## src/rtl/zjh_counter_n.sv

```systemverilog
// zjh_counter_n: parametrised modulo-N up/down counter with 74HC161-style
// Cep/Cet/TC cascading, synchronous clear, clamped load, optional one-shot
// saturation and a registered one-cycle wrap pulse.
//
// Ports:
//   Clk   in          rising-edge clock
//   MR    in          asynchronous reset, active-high
//   SR    in          synchronous clear, active-high (highest priority)
//   Ld    in          synchronous load of D, clamped to MODULUS-1
//   Cep   in          parallel count enable
//   Cet   in          trickle count enable, also gates TC
//   Dir   in          1 = count up, 0 = count down
//   D     in  WIDTH   load value
//   Q     out WIDTH   current count, always within 0..MODULUS-1
//   TC    out         combinational terminal count, Cet & (Q == terminal)
//   Ovf   out         registered pulse in the cycle after a wrap
//   Done  out         sticky flag set when a saturating counter hits terminal
module zjh_counter_n #(
    parameter int     WIDTH   = 8,
    parameter longint MODULUS = 256,
    parameter bit     WRAP    = 1'b1
) (
    input  logic             Clk,
    input  logic             MR,
    input  logic             SR,
    input  logic             Ld,
    input  logic             Cep,
    input  logic             Cet,
    input  logic             Dir,
    input  logic [WIDTH-1:0] D,
    output logic [WIDTH-1:0] Q,
    output logic             TC,
    output logic             Ovf,
    output logic             Done
);

    // One extra bit so that MODULUS == 2**WIDTH is representable.
    localparam logic [WIDTH:0]   MOD_EXT = (WIDTH+1)'(MODULUS);
    localparam logic [WIDTH:0]   MAX_EXT = MOD_EXT - (WIDTH+1)'(1);
    localparam logic [WIDTH-1:0] MAXV    = MAX_EXT[WIDTH-1:0];

    logic [WIDTH-1:0] r_q;
    logic             r_ovf;
    logic             r_done;

    logic [WIDTH-1:0] w_tv;
    logic [WIDTH-1:0] w_step;
    logic [WIDTH-1:0] w_wrap_val;
    logic [WIDTH-1:0] w_clamp;
    logic             w_at_tv;
    logic             w_count;
    logic             w_in_range;

    assign w_tv       = Dir ? MAXV : '0;
    assign w_at_tv    = (r_q == w_tv);
    assign w_count    = Cep & Cet;

    // Only used when Q is not at the terminal value, so the step never
    // overflows or underflows the 0..MODULUS-1 range.
    assign w_step     = Dir ? (r_q + 1'b1) : (r_q - 1'b1);

    // Wrap is an explicit compare-and-reload, not a natural overflow.
    assign w_wrap_val = Dir ? '0 : MAXV;

    assign w_in_range = ({1'b0, D} < MOD_EXT);
    assign w_clamp    = w_in_range ? D : MAXV;

    always_ff @(posedge Clk or posedge MR) begin
        if (MR) begin
            r_q    <= '0;
            r_ovf  <= 1'b0;
            r_done <= 1'b0;
        end else begin
            // Ovf is a single-cycle pulse; only a wrap re-asserts it.
            r_ovf <= 1'b0;
            if (SR) begin
                r_q    <= '0;
                r_done <= 1'b0;
            end else if (Ld) begin
                r_q    <= w_clamp;
                r_done <= 1'b0;
            end else if (w_count) begin
                if (!w_at_tv) begin
                    r_q <= w_step;
                end else if (WRAP) begin
                    r_q   <= w_wrap_val;
                    r_ovf <= 1'b1;
                end else begin
                    r_done <= 1'b1;
                end
            end
        end
    end

    assign Q    = r_q;
    assign Ovf  = r_ovf;
    assign Done = r_done;
    assign TC   = Cet & w_at_tv;

endmodule

```

## config.mk

```make
export PLATFORM = sky130hd
export DESIGN_NAME = zjh_counter_n
export DESIGN_NICKNAME = d
export VERILOG_FILES = /design/src/rtl/zjh_counter_n.sv
export SDC_FILE = /design/constraint.sdc
export NUM_CORES = 1
export LEC_CHECK = 0
export CAP_MARGIN = 5
export CORE_MARGIN = 10
export CORE_UTILIZATION = 42
export CTS_BUF_LIST = sky130_fd_sc_hd__clkbuf_8
export DETAILED_ROUTE_END_ITERATION = 8
export HOLD_SLACK_MARGIN = 0.12
export PLACE_DENSITY = 0.77
export SLEW_MARGIN = 20
export SYNTH_ARGS = -nofsm -noshare
export SYNTH_HDL_FRONTEND = slang
export SYNTH_SLANG_ARGS = --single-unit
```

## constraint.sdc

```tcl
create_clock -name Clk -period 1.8 [get_ports Clk]
set_input_delay 0.18 -clock Clk [delete_from_list [all_inputs] [get_ports Clk]]
set_output_delay 0.18 -clock Clk [all_outputs]
set_load 0.01 [all_outputs]
```

# Yosys cells after proc, flatten, opt, wreduce, memory -nomap -nowiden
# Index checks and enable logic that the tools add are counted.
# Widths: inputs -> output; s select.
# op_classes
reduce_logical,2
n_bitwise,2
n_addsub,2
n_eq_ne,1
n_mux,13
# ops
cell,n
$mux 8,7
$add 8x1->8 const B,1
$eq 8x8->1,1
$sub 8x1->8 const B,1
$mux 1,6
$reduce_bool 3->1,1
$and 1x1->1,2
$reduce_bool 2->1,1
# totals
inputBits,15
register_bits,10

# Depth between registers and ports, before layout
# Gate-level depths: netlist of the first run.
# depth
ltp_word,6
mapped_depth,8
mapped_depth_nobuf,8

# Worst setup path before layout of the first run
# OpenSTA, ideal clock, no wires.
# synth_timing
path_type,reg-to-reg
start,"register r_q[0], in the netlist Q[0]"
end,"register r_q[4], in the netlist Q[4]"
t_required_ns,1.690
path_buffers,0
setup_time_ns,0.110
path_stages_with_launch,9
path_slack_ns,-0.152
arrival_ns,1.842
cell_sequence,dfrtp_1 inv_1 fa_1 nor2b_1 o21a_1 nor3_1 a211oi_1 nor3_1 o41ai_1
# synth_via
elab_chain_len,6
elab_cells_between_ends,8
# synth_rtl
item,line,text
from (decl),42,logic [WIDTH-1:0] r_q;
from (signal assigned),80,r_q <= w_clamp;
from (signal assigned),84,r_q <= w_step;
from (signal assigned),86,r_q <= w_wrap_val;
$sub 8x1->8 / $add 8x1->8 (equally long branches),60,assign w_step = Dir ? (r_q + 1'b1) : (r_q - 1'b1);
$mux 8,60,
$mux 8 (*),83,if (!w_at_tv) begin
$mux 8 (*),82,end else if (w_count) begin
$mux 8 (*),79,end else if (Ld) begin
$mux 8 (*),76,if (SR) begin
# Mark *: on every way between the ends. The rest lies on a longest branch, timed or not. The select of a mux whose other input is x is not followed.
# A chain may end at the register's enable or synchronous reset.

# Worst setup path in the final report of the first run
# layout_timing
start,"register r_q[4], in the netlist Q[4]"
end,"register r_q[1], in the netlist Q[1]"
# layout_via
elab_chain_len,5
# layout_rtl
item,line,text
$eq 8x8->1,55,assign w_at_tv = (r_q == w_tv);
$mux 8,83,
$mux 8,82,
$mux 8,79,
$mux 8,76,
# Every way passes these cells. The select of a mux whose other input is x is not followed.

==> impl_metrics.json, run 1 <==
{
  "synth_cell_types": 34,
  "required_ns": 1.95,
  "drive_above_1_share_pct": 43.9,
  "syn_area_per_cell_um2": 8.41,
  "cts_buffers": 3,
  "drt-pass1-iter-count": 4,
  "p_per_area_mw_per_mm2": 611,
  "via_count": 1023,
  "p_leak_nw": 0.654,
  "hpwl_um": 2270,
  "cp.depth": 8,
  "vias_per_cell": 5.68,
  "crit_path_frequent_cell": "buf_4",
  "die_y_um": 63.8,
  "clock_sinks": 9,
  "criticalPathCategory": "reg2reg",
  "path_buf_inv": 2,
  "status": "complete, but fails checks",
  "skew_ns": 0.0103,
  "seq_area_um2": 230,
  "syn-num-nets": 118,
  "die_width_um": 63.8,
  "wirelength_um": 3550,
  "critPathLaunchType": "flip-flop",
  "cts_tree": "yes",
  "pre_cts_ws_ns": -0.848,
  "gp_congestion": 0.918,
  "die_area_mm2": 0.00407,
  "antenna_found_initial": 0,
  "n_antenna_cell": 0,
  "slew_viol_final": 0,
  "hold_path.class": "in2async",
  "cp-end-kind": "flip-flop",
  "rr_endpoint": "Q[1]$_DFFE_PP0P_",
  "start_util_pct": 45.3,
  "p_total_mw": 0.931,
  "cp_slowest_cell": "dfrtp_2",
  "multiInputGateArea_um2": 691,
  "nets": 178,
  "layout.filler_cells": 92,
  "setup_viol": 8,
  "rows": 15,
  "hold-worst-slack_ns": 0.201,
  "yosysWarnings": 0,
  "io_buffers": 24,
  "hold_viol_final": 0,
  "grt_use_total_pct": 16.2,
  "core_area_mm2": 0.00178,
  "critPathMaxFanout": 2,
  "ant_nets": 0,
  "ir_drop_mv": 0.630,
  "fin_ws_ns": -0.293,
  "arrival_ns": 2.24,
  "critPathMaxStageDelay_ns": 0.43,
  "rsz0062_at_grt": "true",
  "wire_per_inst_um": 19.7,
  "dpl.cell_count": 169,
  "fmax_mhz": 478,
  "cts-root-buf": "clkbuf_8",
  "cts_htree_levels": 1,
  "final_area_mm2": 0.00152,
  "seq_area_frac_synth_pct": 27.9,
  "violations": "negative setup slack",
  "cts.clk_slew.worst_paths_ns": 0.06,
  "final_util_pct": 85.5,
  "r2r_start": "Q[4]$_DFFE_PP0P_",
  "dpl_cell_area_mm2": 0.00133,
  "io_pins": 26,
  "grt_pass1_vias": 1080,
  "synthCells": 96,
  "period_share_pct": 116,
  "area_delta_synth_final_pct": 88.8,
  "drv_cap": 0,
  "worstSkewPairLatency_ns": 0.25,
  "drt_iter0_markers": 62,
  "reg2reg_depth": 8,
  "finalNonFillerCells": 180,
  "grt_overflow": 0,
  "period_needed_ns": 2.09,
  "ys_ff_latch": 9,
  "setup-tns-final_ns": -1.58,
  "ctsHoldBuffers": 0,
  "r2r_setup_slack_ns": -0.29,
  "crit_chain": "ha_4 > and4_2 > buf_4 > nand4_1 > buf_4 > a21oi_1 > a221oi_1 > nor3_1",
  "grt_pass1_wl_um": 5280,
  "grt_max_degree": 12,
  "netlist_area_um2": 807,
  "clockBufferDepth": 2,
  "remaining_drc_errors": 0,
  "path_delay_family": "simple AND/OR/NAND/NOR gates"
}
==> sequential cells by signal, indices dropped and copies added, names as in the netlist <==
name and cells:
Ovf 1, Q 8
==> layer usage <==
metal	vias up	part of all wire (%)	GRT usage [%]	wire length, um
met3	9	4.7	4.01	165
li1	474	-	-	-
met5	-	0	0	0
met1	502	39	17.9	1400
met2	38	53	28.7	1890
met4	0	2.7	6.28	95
==> power by group <==
group	total, mW	internal, mW	switching, mW	leakage (nW)
Combinational	0.435	0.237	0.198	0.514
Sequential	0.239	0.219	0.0198	0.114
Clock	0.257	0.151	0.106	0.0269
Total	0.931	0.607	0.324	0.654
==> cell type report <==
type	count	area share, %
flip-flops and latches	9	15.1
well taps	25	2.05
multi-input cells	79	45.3
clock inverters	1	0.246
inverters	4	1.23
clock buffers	3	2.71
repair buffers	59	33.3
==> what timing repair did <==
action                     in CTS  in global routing
pin swaps                      17                 10
buffers inserted                6                  1
setup endpoints to repair       9                  8
resized for setup              23                  7
==> worst max-delay path by stage <==
stage                                 from               end  slack [ns]
final                     Q[4]$_DFFE_PP0P_  Q[1]$_DFFE_PP0P_       -0.29
after global routing      Q[3]$_DFFE_PP0P_  Q[6]$_DFFE_PP0P_       -0.35
after CTS                 Q[4]$_DFFE_PP0P_  Q[6]$_DFFE_PP0P_       -0.23
after detailed placement               Dir  Q[6]$_DFFE_PP0P_       -0.85
after global placement                 Dir  Q[6]$_DFFE_PP0P_       -0.79
after floorplan           Q[5]$_DFFE_PP0P_  Q[4]$_DFFE_PP0P_       -0.01
==> cell usage after synthesis <==
library cell / count / share of area (%)
a211oi_1: 2 / 1.9
a21o_1: 6 / 5.6
a21oi_1: 8 / 5.0
a221o_1: 1 / 1.2
a221oi_1: 4 / 4.3
a221oi_2: 1 / 1.9
a22o_1: 1 / 1.1
a31oi_1: 1 / 0.78
and2_1: 1 / 0.78
and4_2: 1 / 1.2
buf_4: 1 / 0.93
clkbuf_1: 3 / 1.4
conb_1: 1 / 0.46
dfrtp_1: 9 / 28
fa_1: 1 / 2.5
ha_1: 6 / 9.3
inv_1: 4 / 1.9
nand2_1: 8 / 3.7
nand3_1: 3 / 1.9
nand3b_1: 2 / 1.9
nand4_1: 1 / 0.78
nor2_1: 6 / 2.8
nor2b_1: 3 / 2.3
nor3_1: 4 / 2.5
nor4b_1: 1 / 1.1
o21a_1: 3 / 2.8
o21ai_0: 4 / 2.5
o21ai_1: 1 / 0.62
o31a_1: 1 / 1.1
o41ai_1: 1 / 1.1
or2_2: 1 / 0.78
or3_1: 1 / 0.78
xnor2_1: 3 / 3.3
xor2_1: 2 / 2.2
==> layout by cell type (no fill, tap or decap), types with 4 or more instances in the layout <==
cell / n
a221oi_2: 4
nand2_1: 8
a21oi_1: 5
ha_4: 6
a21o_1: 6
dfrtp_2: 4
buf_6: 4
nor3_1: 4
buf_4: 31
dfrtp_1: 5
clkdlybuf4s50_1: 22
==> kinds of logic after synthesis <==
group	after synthesis	synth area share (%)
DFF	9	27.9
and+or+nand+nor	32	20.5
other	1	0.465
buffers and inverters	8	4.19
xor gates and xnor gates	5	5.43
AOI/OAI and AO/OA	34	29.8
adders and majority gates	7	11.8
No activity file was read; power rests on OpenSTA's default activity.
==> inputs of run 2 (changes only) <==
--- a/config.mk
+++ b/config.mk
@@ -5,10 +5,10 @@
 export SDC_FILE = /design/constraint.sdc
 export NUM_CORES = 1
 export LEC_CHECK = 0
-export CAP_MARGIN = 5
 export CORE_MARGIN = 10
 export CORE_UTILIZATION = 42
 export CTS_BUF_LIST = sky130_fd_sc_hd__clkbuf_8
+export CTS_CLUSTER_SIZE = 40
 export DETAILED_ROUTE_END_ITERATION = 8
 export HOLD_SLACK_MARGIN = 0.12
 export PLACE_DENSITY = 0.77
==> results of run 2 <==
The final DEF is identical to that of run 1; final timing and power are the same.
==> inputs of run 3 (changes only) <==
--- a/config.mk
+++ b/config.mk
@@ -16,3 +16,4 @@
 export SYNTH_ARGS = -nofsm -noshare
 export SYNTH_HDL_FRONTEND = slang
 export SYNTH_SLANG_ARGS = --single-unit
+export TNS_END_PERCENT = 30
==> impl_metrics.json, run 3 (synthesized netlist as in run 1, its figures left out) <==
{
  "status": "complete, but fails checks",
  "violations": "negative setup slack",
  "cts-root-buf": "clkbuf_8",
  "clockBufferDepth": 2,
  "reg2reg_depth": 8,
  "setup-tns-final_ns": -1.50,
  "seq_area_um2": 229,
  "p_int_mw": 0.612,
  "cp-end-kind": "flip-flop",
  "r2r_setup_slack_ns": -0.28,
  "power.switching_mw": 0.320,
  "fmax_mhz": 481,
  "layout.filler_cells": 95,
  "final_cell_mix": "31 x buf_4, 22 x clkdlybuf4s50_1, 7 x nand2_1",
  "grt_pass1_vias": 1093,
  "rows": 15,
  "rr_endpoint": "Q[6]$_DFFE_PP0P_",
  "grt_pass1_wl_um": 5290,
  "period_needed_ns": 2.08,
  "final_util_pct": 86.4,
  "ir_drop_mv": 0.434,
  "seq_power_share_pct": 25.5,
  "multiInputGateArea_um2": 693,
  "p_leak_nw": 0.662,
  "gp_congestion": 0.914,
  "rsz0062_at_grt": "true",
  "sw_frac_of_total_pct": 34.3,
  "p_per_area_mw_per_mm2": 605,
  "core_area_mm2": 0.00178,
  "drive_above_1_share_pct": 42.6,
  "worstSkewPairLatency_ns": 0.24,
  "die_width_um": 63.8,
  "critPathCapture": "Q[6]$_DFFE_PP0P_",
  "p_total_mw": 0.932,
  "start_util_pct": 45.3,
  "required_ns": 1.92,
  "wirelength_um": 3580,
  "hold_path.class": "in2async",
  "ant_nets": 0,
  "io_buffers": 24,
  "area_delta_synth_final_pct": 90.9,
  "via_count": 1033,
  "hpwl_um": 2260,
  "io_pins": 26,
  "critPathLaunchType": "flip-flop",
  "antenna_found_initial": 0,
  "n_antenna_cell": 0,
  "grt_overflow": 0,
  "grt_use_total_pct": 15.8,
  "period_share_pct": 115,
  "setup_viol": 8,
  "wire_per_inst_um": 19.9,
  "hold-worst-slack_ns": 0.221,
  "remaining_drc_errors": 0,
  "fin_ws_ns": -0.279,
  "drt-pass1-iter-count": 4,
  "slew_viol_final": 0,
  "hold_viol_final": 0,
  "p_clk_share_pct": 26.5,
  "layout_commonest_cell": "buf_4",
  "largest_register_ffs": 8,
  "nets": 178,
  "drt_iter0_markers": 95,
  "critPathMaxFanout": 3,
  "r2r_start": "Q[1]$_DFFE_PP0P_",
  "drv_cap": 0,
  "startpoint": "Q[1]$_DFFE_PP0P_",
  "die_y_um": 63.8,
  "clock_sinks": 9,
  "cts_tree": "yes",
  "p_comb_share_pct": 48.0,
  "cts_buffers": 3,
  "die_area_mm2": 0.00407,
  "grt_max_degree": 10,
  "criticalPathCategory": "reg2reg",
  "cts.clk_slew.worst_paths_ns": 0.05,
  "arrival_ns": 2.20,
  "cts_htree_levels": 1,
  "skew_ns": 0.00108,
  "vias_per_cell": 5.74
}
run 3: cell types whose count changed in the layout (fill, tap and decap cells not counted), sizes merged:
cell / delta
clkdlybuf4s15: +1
buf: -1
run 3: metrics by stage:
step	setup slack [ns]	instances	cell area, um2
after floorplan	-0.0146	96	867
after global placement	-0.820	167	1320
after detailed placement	-0.840	167	1320
after global routing	-0.329	180	1540
final	-0.279	180	1540
after CTS	-0.216	179	1500
run 3: cell type report:
type,instances,area share (%)
multi-input combinational,79,45.0
inverter,4,1.22
timing repair buffer,59,34.0
clock inverter,1,0.244
clock buffer,3,2.68
sequential,9,14.9
tap,25,2.03
run 3: power groups by stage:
| stage | clock (mW) | combinational, mW | sequential [mW] |
|---|---|---|---|
| 2_1_floorplan | 0 | 0.170 | 0.248 |
| 3_3_place_gp | 0 | 0.340 | 0.239 |
| 3_5_place_dp | 0 | 0.348 | 0.240 |
| 4_1_cts | 0.237 | 0.397 | 0.238 |
| 5_1_grt | 0.258 | 0.477 | 0.240 |
| 6_report | 0.247 | 0.448 | 0.238 |
run 3: how the worst min path moves through the flow:
| stage | startpoint | endpoint | slack, ns | cells past startpoint |
|---|---|---|---|---|
| after floorplan | MR | Ovf$_DFF_PP0_ | 0.008 | 1 |
| after global placement | MR | Q[7]$_DFFE_PP0P_ | 0.48 | 2 |
| after detailed placement | MR | Q[7]$_DFFE_PP0P_ | 0.49 | 2 |
| after CTS | MR | Ovf$_DFF_PP0_ | 0.24 | 2 |
| after global routing | MR | Q[5]$_DFFE_PP0P_ | 0.26 | 2 |
| final | MR | Q[7]$_DFFE_PP0P_ | 0.22 | 2 |
run 3: repair_timing:
| action | 4_1_cts | 5_1_grt |
|---|---|---|
| hold buffers | 0 | 0 |
| pin swaps | 18 | 10 |
| endpoints found under the hold margin | 0 | 0 |
| endpoints found under the setup margin | 9 | 8 |
| gates resized for setup | 20 | 6 |
| buffers inserted | 8 | 1 |
run 3: critical path, cell delays in order, from the launching register on:
cell     delay (ns)
dfrtp_1        0.41
inv_1          0.09
fa_2           0.26
nor2b_4        0.06
o31a_1         0.30
o21a_1         0.21
or3_1          0.36
a21oi_1        0.17
o21ai_1        0.10
run 3: routing by layer:
| layer | track usage (%) | vias to the layer above | part of all wire [%] |
|---|---|---|---|
| met4 | 6.01 | 0 | 2.4 |
| met5 | 0 | - | 0 |
| met2 | 27.7 | 55 | 49 |
| met3 | 3.83 | 11 | 6.1 |
| met1 | 17.9 | 491 | 42 |
| li1 | - | 476 | - |
